[config.mk]
export PLATFORM = sky130hd
export DESIGN_NAME = set_reset_debouncer
export DESIGN_NICKNAME = d
export VERILOG_FILES = /design/src/rtl/set_reset_debouncer.sv
export SDC_FILE = /design/constraint.sdc
export NUM_CORES = 1
export LEC_CHECK = 0
export CAP_MARGIN = 20
export CORE_MARGIN = 3
export CORE_UTILIZATION = 50
export CTS_BUF_LIST = sky130_fd_sc_hd__clkbuf_4 sky130_fd_sc_hd__clkbuf_8
export CTS_CLUSTER_SIZE = 8
export DETAILED_ROUTE_END_ITERATION = 10
export GPL_TIMING_DRIVEN = 0
export PLACE_DENSITY_LB_ADDON = 0.15
export SYNTH_ARGS = -nofsm -noshare
export SYNTH_HDL_FRONTEND = slang
export SYNTH_SLANG_ARGS = --single-unit
[constraint.sdc]
create_clock -name clk -period 1.3 [get_ports clk]
set_input_delay 0.195 -clock clk [delete_from_list [all_inputs] [get_ports clk]]
set_output_delay 0.195 -clock clk [all_outputs]
set_load 0.02 [all_outputs]
[src/rtl/set_reset_debouncer.sv]
// set_reset_debouncer: synchronizes and debounces raw set/reset inputs into levels,
// rising-edge pulses (reset wins on conflict) and a data/rw write pair for d_latch.
module debounce_ch #(
    parameter int DEBOUNCE_CYCLES = 4,
    parameter int CNT_W = $clog2(DEBOUNCE_CYCLES + 1)
) (
    input  logic clk,
    input  logic rst_n,
    input  logic raw,
    output logic lvl,
    output logic rise
);
    typedef enum logic [1:0] {STABLE_LO, CNT_UP, STABLE_HI, CNT_DN} state_t;
    state_t state;
    logic [1:0] sync;
    logic [CNT_W-1:0] cnt;
    logic s, done;
    assign s = sync[1];
    assign done = cnt == CNT_W'(DEBOUNCE_CYCLES);
    // rise is the commit condition, so the top can register its pulse on the same edge as lvl
    assign rise = state == CNT_UP && s && done;
    always_ff @(posedge clk or negedge rst_n) begin
        if (!rst_n) begin
            sync  <= '0;
            state <= STABLE_LO;
            cnt   <= '0;
            lvl   <= 1'b0;
        end else begin
            sync <= {sync[0], raw};
            case (state)
                STABLE_LO: begin
                    state <= s ? CNT_UP : STABLE_LO;
                    cnt   <= s ? CNT_W'(1) : '0;
                end
                CNT_UP: begin
                    if (!s) begin
                        state <= STABLE_LO;
                        cnt   <= '0;
                    end else if (done) begin
                        state <= STABLE_HI;
                        lvl   <= 1'b1;
                        cnt   <= '0;
                    end else begin
                        cnt <= cnt + CNT_W'(1);
                    end
                end
                STABLE_HI: begin
                    state <= !s ? CNT_DN : STABLE_HI;
                    cnt   <= !s ? CNT_W'(1) : '0;
                end
                CNT_DN: begin
                    if (s) begin
                        state <= STABLE_HI;
                        cnt   <= '0;
                    end else if (done) begin
                        state <= STABLE_LO;
                        lvl   <= 1'b0;
                        cnt   <= '0;
                    end else begin
                        cnt <= cnt + CNT_W'(1);
                    end
                end
            endcase
        end
    end
endmodule

module set_reset_debouncer #(
    parameter int DEBOUNCE_CYCLES = 4,
    parameter int CNT_W = $clog2(DEBOUNCE_CYCLES + 1)
) (
    input  logic clk,
    input  logic rst_n,
    input  logic set_raw,
    input  logic reset_raw,
    output logic set_lvl,
    output logic reset_lvl,
    output logic set_pulse,
    output logic reset_pulse,
    output logic data,
    output logic rw
);
    logic set_rise, reset_rise;
    debounce_ch #(.DEBOUNCE_CYCLES(DEBOUNCE_CYCLES), .CNT_W(CNT_W)) u_set (
        .clk(clk), .rst_n(rst_n), .raw(set_raw), .lvl(set_lvl), .rise(set_rise)
    );
    debounce_ch #(.DEBOUNCE_CYCLES(DEBOUNCE_CYCLES), .CNT_W(CNT_W)) u_reset (
        .clk(clk), .rst_n(rst_n), .raw(reset_raw), .lvl(reset_lvl), .rise(reset_rise)
    );
    always_ff @(posedge clk or negedge rst_n) begin
        if (!rst_n) begin
            set_pulse   <= 1'b0;
            reset_pulse <= 1'b0;
            rw          <= 1'b0;
            data        <= 1'b0;
        end else begin
            set_pulse   <= set_rise & ~reset_rise;
            reset_pulse <= reset_rise;
            rw          <= set_rise | reset_rise;
            if (set_rise | reset_rise) data <= ~reset_rise;
        end
    end
endmodule

# Word level (Yosys, flattened, before mapping)
# Cells that the tools add are included.
# word_totals
register_bits	20
word_cells	85
# op_classes
addsub	2
n_eq_ne	20
muxes	36
bitwise_logic	3
n_reduce_logical	12
# ops
operator	n
$pmux 3 s4	2
$mux 3	6
$mux 1	16
$mux 2	8
$pmux 2 s4	2
$ne 2x1->1 const B	6
$reduce_and 5->1	2
$eq 2x2->1 const B	4
$add 3x1->3 const B	2
$eq 3x3->1 const B	2
$ne 3x1->1 const B	2
$ne 3x3->1 const B	2
$eq 2x1->1 const B	2
$logic_and 1x1->1	4
$logic_not 2->1	2
$ne 2x2->1 const B	2
$pmux 1 s2	2
$reduce_and 2->1	2
$reduce_bool 2->1	2
$and 1x1->1	1
$not 1->1	1
$or 1x1->1	1

# Longest topological paths before layout
# Gate-level depths: netlist of the first run.
# logic_depth
word_depth	5
mapped_depth	5
mapped_depth_nobuf	5

# Hierarchy
# From an unflattened synthesis of the first run, not the netlist that was laid out.
# unflattened
hier_cells	64
hier_area_um2	817.0
# by_module_without_submodules
mod	n_inst	cells_per_inst	area_each_um2
debounce_ch (u_set)	1	28	346.6
debounce_ch (u_reset)	1	29	345.3
set_reset_debouncer	1	7	125.1

# Worst setup path after synthesis of the first run
# OpenSTA, ideal clock, no wires.
# synth_path
kind	register -> register
startpoint	reg u_set.cnt[0]
endpoint	reg data
setup_ps	73
t_arrival_ps	1222
setup_slack_ps	5
stages_incl_launch_ff	6
n_path_buf	0
cell_sequence	dfrtp_1 inv_1 ha_1 nand3_2 or3b_4 a21oi_2
# synth_between
elab_chain_cells	3
# synth_rtl
item	line	text
start, declared	16	logic [CNT_W-1:0] cnt;
start signal, assigned	33	cnt <= s ? CNT_W'(1) : '0;
start signal, assigned	44	cnt <= cnt + CNT_W'(1);
start signal, assigned	49	cnt <= !s ? CNT_W'(1) : '0;
$eq 3x3->1	19	assign done = cnt == CNT_W'(DEBOUNCE_CYCLES);
$logic_and 1x1->1	21	assign rise = state == CNT_UP && s && done;
$or 1x1->1	100	if (set_rise | reset_rise) data <= ~reset_rise;
end signal, assigned	100	
end, declared	80	output logic data,
# Every way passes these cells.
# A chain may end at the register's enable or synchronous reset.

# Worst setup path in the final report of the first run
# layout_path
startpoint	reg u_set.cnt[1]
endpoint	reg data
# Same word-level chain as after synthesis.

==> reports/metrics.yaml, run 1 <==
seq_power_share_pct: 48.1
run_status: "complete, no violations"
viasPerCell: 5.07
startpoint_type: "register"
worst_hold_startpoint: "reset_raw"
cts_buffers: 3
leading_cell_type_in_the_layout_fill_and_taps_excluded: "dfrtp_1"
clock.fmax_mhz: 769
r2r.worst_path.cells: 5
tritoncts: "built"
setup.worst_path.class: "register to register"
num_antenna_cells: 0
switching_power_w: 0.000399
crit_required_ns: 1.54
post_synth.cell_area_avg_sq_um: 12.6
num_vias: 487
core_area_sq_um: 1400
port_buffers: 9
via_count_of_the_first_global_routing_pass: 471
cts_root_buffer: "clkbuf_4"
top_library_cells_by_usage_in_the_layout_fill_and_taps_aside: "dfrtp_1, dlygate4sd2_1, nand2_1"
wire_per_inst_um: 12.2
layout.nets: 90
worstPathMaxFanout: 4
grt_pass1_wl_um: 1980
max-slew-margin-rel_pct: 45.4
critical-path-top-delay-family: "simple AND/OR/NAND/NOR gates"
drc: 0
pin_count: 10
power_frac_comb_pct: 20.3
clockPowerShare_pct: 31.6
initial_standard_cell_utilization_of_the_core_pct: 57.4
timing.final.hold_violations: 0
fraction_of_the_yosys_area_taken_by_sequential_cells_pct: 62.3
drive_above_1_share_pct: 24.7
setup.reg_to_reg.worst_slack_ns: 0.0005
end_kind: "register"
die_height_um: 46.1
critPathLaunch: "u_set.cnt[1]"
whs_path_depth: 1
intPower_w: 0.00118
synth_ff_type: "dfrtp_1"
insertion_delay_ns: 0.30
critical_path.slowest_cell: "or3b_4"
cts_buffer_depth: 2
routed_wl_um: 1170
grt_antenna_before_repair: 0
htree_num_levels: 1
period_needed_ns: 1.30
flow.area_growth_from_synthesis_pct: 28.3
timing.hold.worst_endpoint: "u_reset.sync[0]"
netSwitchingFraction_pct: 25.3
power.density_cell_area_nw_per_um2: 1530
cpPeakStageDelay_ns: 0.41
synth-async-reset-ratio_pct: 100
drtPass1Iterations: 2
cts.sink_count: 20
setup_viol: 0
final_min_period_over_clock_period_pct: 100
rsz0062_at_grt: "true"
postPlaceCellArea_sq_um: 912
number_of_distinct_library_cells_after_synthesis: 22
timing.final.max_slew_violations: 0
finalInstanceArea_sq_um: 1030
yosys_register_bits: 20
die-area_sq_um: 2120
worstReg2RegEnd: "data"
tns_ns: 0
leakagePower_nw: 0.491
summed_instance_area_of_the_synthesized_netlist_sq_um: 803
floorplan_row_count: 13
critical_path_buffers_and_inverters: 1
r2r_startpoint: "u_set.cnt[1]"
ir_drop_mv: 1.13
syn_nets: 72
ant_nets: 0
path_cells: "inv_2, ha_4, nand3_4, or3b_4, a21oi_2"
detail_route.iter0.violations: 1
final_hpwl_from_detailed_placement_um: 834
synth_edf_count: 0
syn_inst: 64
clk_pin_slew_worst_paths_ns: 0.11
cp.arrival_ns: 1.54
grt_use_total_pct: 13.3
timing.clock.skew_ns: 0.000821
transition_time_of_the_tightest_slew_check_pin_ns: 0.817
power_w: 0.00158
die_width_um: 46.1
globalRoute.totalOverflow: 0
yosysWarningCount: 0
maxCapViolations: 0
maximum_number_of_pins_on_one_net_before_global_route_repair: 21
gp_routability_congestion: 0.757
min_path_type: "input pin to register"
[power by group through the flow]
stage / Combinational, W / Sequential, W / Clock, W
finish: 0.000320 / 0.000758 / 0.000498
global route: 0.000356 / 0.000769 / 0.000529
CTS: 0.000300 / 0.000756 / 0.000508
detailed placement: 0.000219 / 0.000770 / 0
global placement: 0.000213 / 0.000763 / 0
floorplan: 0.000149 / 0.000763 / 0
[metal layers]
metal | track usage, % | vias up | part of all wire, %
met5 | 0 | - | 0
met4 | 5.11 | 0 | 1.6
met3 | 6.25 | 3 | 5.7
met2 | 21.4 | 9 | 46
met1 | 15.4 | 229 | 46
li1 | - | 246 | -
[metrics by stage]
stage | hold WS [ns] | setup WS (ns) | cells | util, %
floorplan | -0.101 | 0.00486 | 64 | -
global placement | 0.334 | -0.0780 | 88 | 65.2
detailed placement | 0.343 | -0.112 | 88 | 65.2
CTS | 0.310 | -0.0129 | 96 | 72.2
global route | 0.301 | -0.0374 | 96 | 73.7
finish | 0.320 | 0.000453 | 96 | 73.7
[registers in the layout, summed over array words and instances (netlist names), named ones only]
signal         count
data               1
rw                 1
u_reset.cnt        3
u_reset.state      1
set_pulse          1
u_set.cnt          3
u_set.lvl          1
u_reset.sync       2
reset_pulse        1
u_reset.lvl        1
u_set.state        1
u_set.sync         2
[final cells by class]
cell class              count  area, sq um
clock buffers               3         22.5
clock inverters             1         30.0
fillers                   100          368
inverters                   6         22.5
multi-input cells          38          324
flip-flops and latches     20          500
well taps                  15         18.8
repair buffers             13          113
[cells in the mapped netlist, types with 2 or more instances]
master	instances	area share, %
o21ai_0	3	1.9
dfrtp_1	20	62
xor2_1	2	2.2
ha_1	4	6.2
nand3_1	2	1.2
inv_1	6	2.8
and3_1	2	1.6
nand2_1	5	2.3
a21boi_0	2	1.9
mux2i_1	2	2.5
nor2_1	4	1.9
mux2_2	2	2.8
[kinds of logic after synthesis]
logic type	Yosys count	share of synthesized area, %
DFF	20	62.3
xor gates and xnor gates	2	2.18
and+or+nand+nor	21	15.7
buffers and inverters	6	2.80
adders and majority gates	4	6.23
AOI/OAI and AO/OA	7	5.45
muxes	4	5.30
[timing repair]
action | in CTS | in global routing
setup buffers | 4 | 0
resized for setup | 12 | 3
pin swaps | 4 | 3
hold buffers | 0 | 0
hold endpoints to repair | 0 | 0
setup endpoints to repair | 11 | 6
cloned | 0 | 0
[worst max path at each step]
stage / end / cells past startpoint / slack (ns)
finish: data / 5 / 0.0005
global route: data / 5 / -0.04
CTS: data / 5 / -0.01
detailed placement: data / 5 / -0.11
global placement: data / 5 / -0.08
floorplan: data / 5 / 0.005
[worst register-to-register path, stage by stage, from the launching register on]
cell and delay [ns]:
dfrtp_1 0.40, inv_2 0.07, ha_4 0.15, nand3_4 0.08
or3b_4 0.41, a21oi_2 0.12
Power figures use the tool's default switching activity.
==> run 2: changes to the inputs <==
Settings changed: ABC_AREA set to 0.
==> results of run 2 <==
The final DEF is identical to that of run 1; final timing and power are the same.
